## config.mk

```make
export PLATFORM = sky130hd
export DESIGN_NAME = bk_subtractor
export DESIGN_NICKNAME = d
export VERILOG_FILES = /design/src/rtl/bk_pkg.sv /design/src/rtl/bk_gp_cell.sv /design/src/rtl/bk_subtractor.sv
export SDC_FILE = /design/constraint.sdc
export NUM_CORES = 1
export LEC_CHECK = 0
export CAP_MARGIN = 20
export CORE_UTILIZATION = 50
export DETAILED_ROUTE_END_ITERATION = 10
export PLACE_DENSITY = 0.7
export SYNTH_ARGS = -nofsm -noshare
export SYNTH_HDL_FRONTEND = slang
export SYNTH_SLANG_ARGS = --single-unit
```

## constraint.sdc

```tcl
create_clock -name clk -period 35.2 [get_ports clk]
set_input_delay 10.56 -clock clk [delete_from_list [all_inputs] [get_ports clk]]
set_output_delay 10.56 -clock clk [all_outputs]
set_load 0.005 [all_outputs]
```

## src/rtl/bk_pkg.sv

```systemverilog
// bk_pkg: constants and prefix-network geometry shared by the Brent-Kung
// adder and subtractor pipelines.
//   WIDTH    operand width (the network below is laid out for 16 bits only)
//   LATENCY  pipeline stages from input register to result register
// Stage numbering: S1 = operand P/G, S2..S5 = up-sweep, S6..S8 = down-sweep.
package bk_pkg;

    localparam int WIDTH   = 16;
    localparam int LATENCY = 8;

    // Span combined at each up-sweep level (S2..S5).
    localparam int UP_SPAN [0:3] = '{2, 4, 8, 16};
    // Span combined at each down-sweep level (S6..S8).
    localparam int DN_SPAN [0:2] = '{8, 4, 2};

    // Down-sweep node index tables: the carry position each node fills
    // and the node it takes its low-side group from.
    //   S6 : 11 <- 7
    //   S7 : 5 <- 3, 9 <- 7, 13 <- 11
    //   S8 : 2k <- 2k-1 for k = 1..7
    function automatic int stage_span(input int stage);
        if (stage <= 5) return UP_SPAN[stage - 2];
        else            return DN_SPAN[stage - 6];
    endfunction

    // The networks are in place: bit position i always holds the group
    // ending at bit i. Up-sweep nodes sit at the top of each span;
    // down-sweep nodes sit in the middle of a span above the first one.
    function automatic bit is_node(input int stage, input int i);
        int sp;
        sp = stage_span(stage);
        if (stage <= 5) return ((i + 1) % sp) == 0;
        else            return (((i + 1) % sp) == sp / 2) && (i >= sp);
    endfunction

    // Low-side source position for a node (same rule in both sweeps).
    function automatic int node_src(input int stage, input int i);
        return i - stage_span(stage) / 2;
    endfunction

endpackage

```

## src/rtl/bk_gp_cell.sv

```systemverilog
// bk_gp_cell: Brent-Kung black cell, combines a high group (gh, ph) with
// the adjacent low group (gl, pl).
//   gh, ph  generate/propagate of the high group
//   gl, pl  generate/propagate of the low group
//   g, p    generate/propagate of the merged group
module bk_gp_cell (
    input  logic gh,
    input  logic ph,
    input  logic gl,
    input  logic pl,
    output logic g,
    output logic p
);

    assign g = gh | (ph & gl);
    assign p = ph & pl;

endmodule

```

## src/rtl/bk_subtractor.sv

```systemverilog
// bk_subtractor: 8-stage pipelined Brent-Kung subtractor, D = A - B - Bin
// computed as A + ~B + ~Bin, with valid/ready handshakes and back-pressure.
//   clk, rst              clock, asynchronous active-high reset
//   in_valid / in_ready   operand handshake (in_ready is combinational)
//   A, B, Bin             minuend, subtrahend, borrow-in
//   out_valid / out_ready result handshake
//   Diff                  A - B - Bin mod 2^16
//   Bout, Ovf, Zero       borrow-out, signed overflow, Diff == 0
module bk_subtractor #(
    parameter int WIDTH = bk_pkg::WIDTH
) (
    input  logic             clk,
    input  logic             rst,
    input  logic             in_valid,
    output logic             in_ready,
    input  logic [WIDTH-1:0] A,
    input  logic [WIDTH-1:0] B,
    input  logic             Bin,
    output logic             out_valid,
    input  logic             out_ready,
    output logic [WIDTH-1:0] Diff,
    output logic             Bout,
    output logic             Ovf,
    output logic             Zero
);

    import bk_pkg::*;

    if (WIDTH != 16) begin : g_bad_width
        $error("bk_subtractor: only WIDTH = 16 is supported");
    end

    logic [LATENCY:1] v_q;
    logic             stall;

    logic [15:0] g_q  [1:7];
    logic [15:0] p_q  [1:7];
    logic [15:0] p0_q [1:7];
    logic [7:1]  c0_q;

    logic [15:0] nxt_g [2:8];
    logic [15:0] nxt_p [2:8];

    logic [15:0] nb;
    logic [15:0] p0_in;
    logic [15:0] g0_in;
    logic [16:0] carry;
    logic [15:0] diff_d;
    logic        unused_p;

    assign out_valid = v_q[LATENCY];
    assign stall     = out_valid & ~out_ready;
    assign in_ready  = ~stall & ~rst;

    // Bit 0 generate absorbs the carry-in ~Bin so the prefix tree never
    // needs a separate carry-in node.
    always_comb begin
        nb       = ~B;
        p0_in    = A ^ nb;
        g0_in    = A & nb;
        g0_in[0] = (A[0] & nb[0]) | (~Bin & (A[0] | nb[0]));
    end

    for (genvar s = 2; s <= 8; s++) begin : g_stage
        for (genvar i = 0; i < 16; i++) begin : g_bit
            if (is_node(s, i)) begin : g_node
                bk_gp_cell u_cell (
                    .gh (g_q[s-1][i]),
                    .ph (p_q[s-1][i]),
                    .gl (g_q[s-1][node_src(s, i)]),
                    .pl (p_q[s-1][node_src(s, i)]),
                    .g  (nxt_g[s][i]),
                    .p  (nxt_p[s][i])
                );
            end else begin : g_pass
                assign nxt_g[s][i] = g_q[s-1][i];
                assign nxt_p[s][i] = p_q[s-1][i];
            end
        end
    end

    // After S8 every position i holds G[i:0], i.e. the carry into bit i+1.
    // Position 15 already holds C16 from S5 onward.
    assign carry    = {nxt_g[8], c0_q[7]};
    assign diff_d   = p0_q[7] ^ carry[15:0];
    // Group propagates are dead once the last sweep completes.
    assign unused_p = ^{nxt_p[8], p_q[7]};

    always_ff @(posedge clk or posedge rst) begin
        if (rst) begin
            v_q  <= '0;
            c0_q <= '0;
            Diff <= '0;
            Bout <= 1'b0;
            Ovf  <= 1'b0;
            Zero <= 1'b0;
            for (int s = 1; s <= 7; s++) begin
                g_q[s]  <= '0;
                p_q[s]  <= '0;
                p0_q[s] <= '0;
            end
        end else if (!stall) begin
            v_q     <= {v_q[LATENCY-1:1], in_valid & in_ready};
            g_q[1]  <= g0_in;
            p_q[1]  <= p0_in;
            p0_q[1] <= p0_in;
            c0_q[1] <= ~Bin;
            for (int s = 2; s <= 7; s++) begin
                g_q[s]  <= nxt_g[s];
                p_q[s]  <= nxt_p[s];
                p0_q[s] <= p0_q[s-1];
                c0_q[s] <= c0_q[s-1];
            end
            Diff <= diff_d;
            Bout <= ~carry[16];
            Ovf  <= carry[16] ^ carry[15];
            Zero <= ~|diff_d;
        end
    end

endmodule

```

Yosys cells after proc, flatten, opt, wreduce, memory -nomap -nowiden
Index checks and enable logic that the tools add are counted.

storage, ports and cells
  bits in registers = 351
  bits of input ports = 37
  output and inout port bits = 21
  logic and storage cells = 115

operators by class
  bitwise logic cells = 87
  reductions and logical operators = 2

operators with widths
  cell                 number
  1-bit bitwise AND    49
  16-bit XOR           2
  1-bit bitwise OR     28
  16-bit bitwise AND   1
  16-bit inverter      1
  16-bit OR reduction  1
  1-bit inverter       5
  1-bit logical NOT    1
  1-bit XOR            1

Longest topological paths before layout
Gate-level depths: netlist (run 1).

  depth in word-level cells = 5
  depth in mapped cells = 6
  gate-level depth less buffers = 5

Cells and area by module
Synthesis (run 1) repeated with hierarchy kept, for this count alone.

unflattened totals
  cell total of the unflattened synthesis = 1377
  area total of the unflattened synthesis = 12177.9 um^2

by module, submodules not included
  module         times used  cells an instance  area an instance (um^2)  sequential area each (um^2)
  bk_subtractor  1           1325               11787.6                  7582.3
  bk_gp_cell     26          2                  15.0                     0.0

Least setup slack after synthesis (run 1)
No wires, ideal clock.

  path kind = input-to-output
  from = in out_ready
  to = out in_ready
  arrival time = 11.151 ns
  required time = 24.640 ns
  slack = 13.489 ns
  stages = 5
  path buffers = 3
  cell sequence = nor2b_1 > buf_2 > buf_4 > buf_2 > nor2_1

between the ends
  word-level cells in the longest chain between the ends = 4

ends and longest elaborated chain
  what               RTL line             RTL
  start, declared    bk_subtractor.sv:20  input logic out_ready,
  1-bit inverter     bk_subtractor.sv:52  assign stall = out_valid & ~out_ready;
  1-bit bitwise AND  bk_subtractor.sv:52
  1-bit inverter     bk_subtractor.sv:53  assign in_ready = ~stall & ~rst;
  1-bit bitwise AND  bk_subtractor.sv:53
  end, declared      bk_subtractor.sv:15  output logic in_ready,

Every way passes these cells.

Worst setup path in the final report (run 1)
Ends and elaborated chain as after synthesis.

==> impl_metrics.tcl, run 1 <==
set metrics [dict create \
    status "complete, no violations" \
    design_area_um2 12810 \
    finalPower_mw 1.098 \
    power.internal_mw 0.7472 \
    fmax_ghz 0.04481 \
    drt_pass1_iterations 4 \
    cellLeakagePower_nw 6.857 \
    overflow 0 \
    hold_viol_final 0 \
    drtIter0Drc 543 \
    initial_core_util_pct 51.07 \
    peakVddDrop_v 0.00003968 \
    multiInputGateArea_um2 3712 \
    drive_above_1_share_pct 4.535 \
    regArea_um2 7082 \
    combPwrFrac_pct 23.6 \
    p_clk_share_pct 27.7 \
    vias_per_cell 4.729 \
    slew_viol_final 0 \
    ioPinCount 58 \
    fp.dieH_um 151.5 \
    max_cap_violations 0 \
    cts_root_buf "clkbuf_16" \
    cp-start-kind "primary input" \
    grt_use_total_pct 17.93 \
    hold_start "v_q[7]$_DFFE_PP0N_" \
    dp_hpwl_mm 11.54 \
    synthMostInstantiatedCell "nand2_1" \
    synth_edf_count 0 \
    synth_ff_type "dfrtp_1" \
    seqPwrFrac_pct 48.7 \
    holdPathStages 2 \
    synth_seq_cells 283 \
    drc 0 \
    antennaDiodeCount 0 \
    grt_pass1_vias 7160 \
    netlist_top_cells_count "nand2_1, dfrtp_1, buf_2" \
    async_flop_share_pct 100.0 \
    synth_nets 1309 \
    cp.required_ns 24.64 \
    area_growth_pct 14.57 \
    syn-mean-instance-area_um2 8.958 \
    clock-skew-final_ns 0.006538 \
    fp.coreArea_um2 21890 \
    rows 54 \
    final_util_pct 58.51 \
    endpoint_kind "output port" \
    worstPathArrival_ns 11.75 \
    regToRegEndpoint "nxt_p[61]$_DFFE_PP0N_" \
    antenna_found_initial 0 \
    grt_max_degree 205 \
    die_x_um 151.5 \
    p_sw_mw 0.3505 \
    cts_resized 0 \
    synth_cell_types 24 \
    insertion_delay_ns 0.53 \
    ys_top_cells_by_area "dfrtp_1, nand2_1, ha_1" \
    swShare_pct 31.93 \
    yosys_warnings 0 \
    finalWirelength_mm 19.39 \
    ys_seq_area_share_pct 63.35 \
    synth_top_area_share_pct 63.35 \
    worst_slew_pin_slew_ns 1.041 \
    cts_sinks 283 \
    fillers 1932 \
    synth_area_um2 11180 \
    pwr_density_cell_nw_per_um2 85.70 \
    postPlaceCellArea_um2 11850 \
    routedWlPerCell_um 12.26 \
    clkTransAtPathRegs_ns 0.06 \
    ctsHtreeMaxLevel 1 \
    post-cts-setup-buffer-count 0 \
    vias 7477 \
    setup_viol 0 \
    netlist_instances 1248 \
    fp.dieArea_um2 22960 \
    fin_crit_ns 22.31 \
    yosys.area.top_type "dfrtp_1" \
    clockBufferDepth 3 \
    cts_tree "built" \
    fin_nets 1340 \
    crit_start "out_ready" \
    hold_class "flop to flop" \
    critPathMaxFanout 2 \
    slew_headroom_pct 30.61 \
    fin_setup_tns_ns 0 \
    hold_buffers 0 \
    grt_pass1_wl_mm 33.31 \
    numCtsBuffers 29 \
    rsz0062_at_grt "no" \
    timing_worst_setup_path_type "primary input to output port" \
    detail-route-antenna-nets 0 \
    fin_crit_sh_pct 63.39 \
    reg2reg_from "v_q[8]$_DFFE_PP0N_" \
    rr_worst_depth 5 \
    holdPathEnd "v_q[7]$_DFFE_PP0N_" \
    gp_congestion 0.7328 \
    worst-r2r-setup-slack_ns 32.56 \
    portBuffers 57 \
]
power by group through the flow:
stage	Sequential (mW)	Combinational [mW]	Clock [mW]
final	0.535	0.259	0.304
after global routing	0.552	0.306	0.325
after CTS	0.535	0.267	0.312
after detailed placement	0.540	0.265	0
after global placement	0.535	0.257	0
after floorplan	0.522	0.196	0
layout by cell type, fill, tap and decap left out, types with 6 or more instances in the layout:
cell	netlist	layout
nand2_1	762	762
o21ai_0	6	6
o21ai_1	20	20
ha_1	24	24
clkbuf_16	0	29
inv_1	18	17
nor2_1	15	15
clkbuf_1	6	6
dfrtp_1	283	283
xor2_1	7	7
a21oi_1	24	24
clkdlybuf4s50_1	0	57
clkinv_2	0	9
nand3_1	12	12
registers in the layout, summed over array words and instances, names as in the netlist:
signal	cells
Bout	1
carry	9
Zero	1
p_q	17
nxt_p	53
Ovf	1
c0_q	7
Diff	16
g_q	103
v_q	8
p0_q	67
cell families after synthesis:
group | synth area share (%)
simple gates | 27.15
flops | 63.35
buf+inv | 3.581
compound gates | 2.350
fa+ha+maj | 2.686
xor+xnor | 0.7835
mux | 0.1007
metal layers:
metal | wire length, um | global-route usage, % | vias up
met5 | 0 | 0 | -
met4 | 374 | 5.099 | 0
met3 | 694 | 2.605 | 31
met2 | 8596 | 29.04 | 112
met1 | 9721 | 25.31 | 3439
li1 | - | - | 3895
stage by stage:
stage	std cells	setup slack, ns	hold WS [ns]
2_1_floorplan	1248	13.49	0.4300
5_1_grt	1581	12.80	0.4829
3_5_place_dp	1528	12.86	0.4468
6_report	1581	12.89	0.4545
4_1_cts	1581	12.86	0.4605
3_3_place_gp	1528	12.86	0.4412
final cells by class:
type	instances	share of cell area, %
Clock buffer	40	6.379
Timing Repair Buffer	63	4.904
Inverter	18	0.5861
Multi-Input combinational cell	884	28.98
Sequential cell	283	55.29
Clock inverter	13	1.123
Tap cell	280	2.735
how the worst max path moves through the flow:
stage                           to  slack [ns]  cells past startpoint
after floorplan           in_ready       13.49                      5
after CTS                 in_ready       12.86                      4
after global placement    in_ready       12.86                      4
after detailed placement  in_ready       12.86                      4
after global routing      in_ready       12.80                      4
final                     in_ready       12.89                      4
worst max-delay path, cell delays in order:
cell and delay (ns):
clkdlybuf4s50_1 0.52, nor2b_4 0.08, nor2_1 0.09, clkdlybuf4s50_1 0.50
Note: power is estimated with default switching activity, not from simulation.
==> run 2, diff against run 1 <==
--- a/config.mk
+++ b/config.mk
@@ -8,7 +8,7 @@
 export CAP_MARGIN = 20
 export CORE_UTILIZATION = 50
 export DETAILED_ROUTE_END_ITERATION = 10
-export PLACE_DENSITY = 0.7
+export PLACE_DENSITY = 0.73
 export SYNTH_ARGS = -nofsm -noshare
 export SYNTH_HDL_FRONTEND = slang
 export SYNTH_SLANG_ARGS = --single-unit
==> constraint.sdc (replaced) <==
create_clock -name clk -period 20.2 [get_ports clk]
set_input_delay 6.06 -clock clk [delete_from_list [all_inputs] [get_ports clk]]
set_output_delay 6.06 -clock clk [all_outputs]
set_load 0.005 [all_outputs]
==> run 2 against run 1 <==
Register-to-register slack worse by 15 ns. Clock skew rose by 0.0045 ns. Critical path type unchanged. Non-clock buffer count did not move. Largest cell class unchanged. Largest power group unchanged. Sequential share of layout area fell by 0.15 points. Critical endpoint unchanged. Highest routed layer unchanged. Power is 75% higher. Routed wire length is 0.74% lower. Utilization is 0.16 points higher. Sequential cell count is the same.
==> impl_metrics.tcl, run 2 (synthesis gave the netlist of run 1 again) <==
set metrics [dict create \
    status "complete, no violations" \
    post-cts-setup-buffer-count 0 \
    antennaDiodeCount 0 \
    p_clk_share_pct 27.9 \
    routedWlPerCell_um 12.16 \
    fin_setup_tns_ns 0 \
    grt_max_degree 263 \
    cellLeakagePower_nw 6.879 \
    detail-route-antenna-nets 0 \
    finalWirelength_mm 19.24 \
    seqPwrFrac_pct 48.6 \
    max_cap_violations 0 \
    hold_class "flop to flop" \
    critPathMaxStageDelay_ns 0.70 \
    rsz0062_at_grt "no" \
    final_util_pct 58.67 \
    peakVddDrop_v 0.00007732 \
    combPwrFrac_pct 23.5 \
    critPathMaxFanout 35 \
    fin_nets 1340 \
    final_common_cell "nand2_1" \
    ioPinCount 58 \
    grt_pass1_wl_mm 33.41 \
    cp-start-kind "primary input" \
    fin_crit_ns 13.86 \
    setup_viol 0 \
    cts_root_buf "clkbuf_16" \
    hold_viol_final 0 \
    timing_worst_setup_path_type "primary input to output port" \
    drc 0 \
    swShare_pct 31.79 \
    slew_headroom_pct 26.65 \
    initial_core_util_pct 51.07 \
    fmax_ghz 0.07216 \
    numCtsBuffers 29 \
    fp.dieArea_um2 22960 \
    grt_pass1_vias 7208 \
    vias_per_cell 4.805 \
    fin_crit_sh_pct 68.60 \
    overflow 0 \
    rows 54 \
    gp_congestion 0.7273 \
    p_sw_mw 0.6111 \
    die_x_um 151.5 \
    power.internal_mw 1.311 \
    portBuffers 57 \
    critPathSlowestCell "nor2b_4" \
    cts_tree "built" \
    drt_pass1_iterations 5 \
    pwr_density_cell_nw_per_um2 149.7 \
    clock-skew-final_ns 0.01108 \
    fp.dieH_um 151.5 \
    insertion_delay_ns 0.53 \
    clkTransAtPathRegs_ns 0.06 \
    fp.coreArea_um2 21890 \
    final_cell_mix "nand2_1, dfrtp_1, clkdlybuf4s50_1, clkbuf_16" \
    cp_common_cell "clkdlybuf4s50_1" \
    cts_sinks 283 \
    drtIter0Drc 527 \
    dp_hpwl_mm 11.40 \
    largest-register "g_q" \
    endpoint_kind "output port" \
    largest_reg_flops 103 \
    fillers 1925 \
    area_growth_pct 14.89 \
    crit_chain "clkdlybuf4s50_1 -> nor2b_4 -> nor2_1 -> clkdlybuf4s50_1" \
    ctsHtreeMaxLevel 1 \
    finalPower_mw 1.923 \
    cp.required_ns 14.14 \
    worst_slew_pin_slew_ns 1.100 \
    grt_use_total_pct 17.93 \
    worstPathArrival_ns 7.80 \
    cts_resized 0 \
    antenna_found_initial 0 \
    vias 7602 \
    clockBufferDepth 3 \
    hold_buffers 0 \
    slew_viol_final 0 \
    drive_above_1_share_pct 4.762 \
]
## run 2: cell types whose count changed in the layout (fill, tap and decap cells not counted), sizes merged
cell and change:
clkinv -2, clkbuf +4, bufinv -1
## run 2: area by class of cell
class                   count  area [um^2]  share of cell area (%)
inverters                  18        75.07                  0.5845
multi-input cells         884         3712                   28.90
clock inverters            10        103.9                  0.8086
flip-flops and latches    283         7082                   55.14
repair buffers             63        628.1                   4.890
well taps                 280        350.3                   2.728
clock buffers              44        892.1                   6.946
## run 2: layer usage
| metal | global-route usage (%) | vias to the layer above | share of wire, % |
|---|---|---|---|
| li1 | - | 3897 | - |
| met1 | 25.75 | 3560 | 50 |
| met2 | 29.04 | 122 | 45 |
| met3 | 2.515 | 23 | 3.3 |
| met4 | 4.208 | 0 | 1.4 |
| met5 | 0 | - | 0 |
## run 2: final timing paths
path	startpoint	slack [ns]	end	depth (start not counted)
max	out_ready	6.34	in_ready	4
min	v_q[7]$_DFFE_PP0N_	0.46	v_q[7]$_DFFE_PP0N_	2
max reg2reg	v_q[8]$_DFFE_PP0N_	17.75	g_q[67]$_DFFE_PP0N_	3
min reg2reg	v_q[7]$_DFFE_PP0N_	0.46	v_q[7]$_DFFE_PP0N_	2
max in group asynchronous	rst	12.57	nxt_p[60]$_DFFE_PP0N_	3
min in group asynchronous	rst	6.14	c0_q[2]$_DFFE_PP0N_	2
## run 2: worst max-delay path: cells and delay by family
family / cells / cell delay (ns)
AND/OR/NAND/NOR: 2 / 0.79
buffers and inverters: 2 / 0.94
## run 2: per-stage QoR
| step | instances | instance area [um^2] | hold WS [ns] | setup slack, ns |
|---|---|---|---|---|
| 6_report | 1582 | 12840 | 0.4553 | 6.342 |
| 3_3_place_gp | 1528 | 11850 | 0.4430 | 6.340 |
| 2_1_floorplan | 1248 | 11180 | 0.4300 | 6.314 |
| 4_1_cts | 1582 | 12840 | 0.4605 | 6.325 |
| 3_5_place_dp | 1528 | 11850 | 0.4468 | 6.335 |
| 5_1_grt | 1582 | 12840 | 0.4806 | 6.273 |
## run 2: power by group through the flow
stage	clock network (mW)	registers (mW)	logic (mW)
after floorplan	0	0.910	0.342
after global placement	0	0.934	0.444
after detailed placement	0	0.943	0.459
after CTS	0.551	0.935	0.462
after global routing	0.571	0.967	0.531
final	0.537	0.934	0.451
==> run 3, diff against run 2 <==
--- a/config.mk
+++ b/config.mk
@@ -8,7 +8,7 @@
 export CAP_MARGIN = 20
 export CORE_UTILIZATION = 50
 export DETAILED_ROUTE_END_ITERATION = 10
-export PLACE_DENSITY = 0.73
+export PLACE_DENSITY = 0.7
 export SYNTH_ARGS = -nofsm -noshare
 export SYNTH_HDL_FRONTEND = slang
 export SYNTH_SLANG_ARGS = --single-unit
==> constraint.sdc (replaced) <==
create_clock -name clk -period 13.75 [get_ports clk]
set_input_delay 4.125 -clock clk [delete_from_list [all_inputs] [get_ports clk]]
set_output_delay 4.125 -clock clk [all_outputs]
set_load 0.005 [all_outputs]
==> run 3 against run 2 <==
Setup slack worse by 2.0 ns. Final cell count stayed put. Power is 48% higher. Global-route usage is 0.079 points higher. Non-clock buffer count is 2 higher. First-iteration DRC count is 10% higher. Sequential share of layout area is 0.20 points lower. Critical path depth stayed put. Hold slack hardly changed. Sequential power is 47% higher. Register-to-register slack worse by 6.5 ns. Utilization is 0.22 points higher.
==> impl_metrics.tcl, run 3 (synthesis gave the netlist of run 1 again) <==
set metrics [dict create \
    status "complete, no violations" \
    largest_reg_flops 103 \
    fin_crit_sh_pct 68.73 \
    slew_viol_final 0 \
    cts_resized 0 \
    die_x_um 151.5 \
    grt_pass1_vias 6998 \
    fin_crit_ns 9.450 \
    fp.dieH_um 151.5 \
    critPathMaxStageDelay_ns 0.52 \
    clock-skew-final_ns 0.008006 \
    vias 7560 \
    grt_pass1_wl_mm 33.58 \
    final_cell_mix "nand2_1, dfrtp_1, clkdlybuf4s50_1, clkbuf_16" \
    dp_hpwl_mm 11.54 \
    ctsHtreeMaxLevel 1 \
    critical_path_buf_inv_count 2 \
    grt_max_degree 191 \
    drive_above_1_share_pct 4.839 \
    pwr_density_cell_nw_per_um2 220.6 \
    fin_setup_tns_ns 0 \
    cts_sinks 283 \
    overflow 0 \
    worst_slew_pin_slew_ns 0.9676 \
    endpoint_kind "output port" \
    rows 54 \
    finalPower_mw 2.844 \
    vias_per_cell 4.779 \
    post-cts-setup-buffer-count 0 \
    area_growth_pct 15.31 \
    antennaDiodeCount 0 \
    fp.dieArea_um2 22960 \
    final_common_cell "nand2_1" \
    hold_class "flop to flop" \
    fmax_ghz 0.1058 \
    largest-register "g_q" \
    design_area_um2 12890 \
    postPlaceCellArea_um2 11860 \
    multiInputGateArea_um2 3712 \
    finalWirelength_mm 19.57 \
    timing_worst_setup_path_type "primary input to output port" \
    worstPathArrival_ns 5.32 \
    cp_common_cell "clkdlybuf4s50_1" \
    portBuffers 57 \
    critPathSlowestCell "clkdlybuf4s50_1" \
    cts_tree "built" \
    numCtsBuffers 28 \
    drtIter0Drc 581 \
    cts_root_buf "clkbuf_16" \
    grt_use_total_pct 18.01 \
    drt_pass1_iterations 4 \
    fp.coreArea_um2 21890 \
    peakVddDrop_v 0.0001010 \
    slew_headroom_pct 35.49 \
    critPathTopFamily "buffers and inverters" \
    hold_slack_ns 0.4557 \
    hold_buffers 0 \
    fin_nets 1341 \
    max_cap_violations 0 \
    ioPinCount 58 \
    cellLeakagePower_nw 6.898 \
    clockBufferDepth 3 \
    fillers 1947 \
    cp-start-kind "primary input" \
    cp.required_ns 9.62 \
    setup_viol 0 \
    gp_congestion 0.7286 \
    critPathMaxFanout 2 \
    routedWlPerCell_um 12.37 \
    antenna_found_initial 0 \
    rsz0062_at_grt "no" \
    insertion_delay_ns 0.53 \
    initial_core_util_pct 51.07 \
    clkTransAtPathRegs_ns 0.06 \
    crit_chain "clkdlybuf4s50_1 -> nor2b_4 -> nor2_1 -> clkdlybuf4s50_1" \
    regArea_um2 7082 \
    hold_viol_final 0 \
    detail-route-antenna-nets 0 \
    drc 0 \
]
[run 3: changes by cell type in the layout (fill, tap and decap cells not counted), sizes merged]
cell / delta
clkinv: -1
inv: -1
clkbuf: -1
buf: +2
bufinv: +1
[run 3: layout make-up]
class	instances	area share (%)
Timing Repair Buffer	65	5.144
Inverter	18	0.5824
Clock inverter	9	0.9318
Tap cell	280	2.718
Sequential cell	283	54.94
Multi-Input combinational cell	884	28.80
Clock buffer	43	6.891
[run 3: report_power, final]
| part | total [mW] | switching, mW | internal [mW] |
|---|---|---|---|
| sequential | 1.37 | 0.196 | 1.18 |
| clock | 0.805 | 0.306 | 0.499 |
| combinational | 0.667 | 0.399 | 0.268 |
| total | 2.84 | 0.901 | 1.94 |
[run 3: path summary, 6_finish.rpt]
path | from | to | slack [ns] | cells past startpoint
worst max-delay path | out_ready | in_ready | 4.30 | 4
worst min-delay path | v_q[7]$_DFFE_PP0N_ | v_q[7]$_DFFE_PP0N_ | 0.46 | 2
worst max register to register | v_q[8]$_DFFE_PP0N_ | Zero$_DFFE_PP0N_ | 11.27 | 5
worst min register to register | v_q[7]$_DFFE_PP0N_ | v_q[7]$_DFFE_PP0N_ | 0.46 | 2
max in group asynchronous | rst | g_q[91]$_DFFE_PP0N_ | 8.22 | 3
min in group asynchronous | rst | c0_q[3]$_DFFE_PP0N_ | 4.17 | 2
[run 3: worst reg2reg max path: cells and delay by family, from the launching register on]
kind	cells	cell delay, ns
buf+inv	1	0.87
simple gates	3	0.88
compound gates	1	0.23
flops	1	0.42
[run 3: through the flow]
step	std cells	utilization, %	worst slack (ns)
finish	1582	58.89	4.300
floorplan	1248	-	1.799
global route	1582	58.89	4.250
CTS	1581	58.76	4.283
global placement	1529	54.16	4.280
detailed placement	1529	54.16	4.283
[run 3: layer usage]
layer / GRT usage (%) / wire length (um) / vias to the layer above
li1: - / - / 3907
met1: 27.47 / 9825 / 3522
met2: 26.92 / 8786 / 105
met3: 2.754 / 648 / 26
met4: 4.703 / 306 / 0
met5: 0 / 0 / -
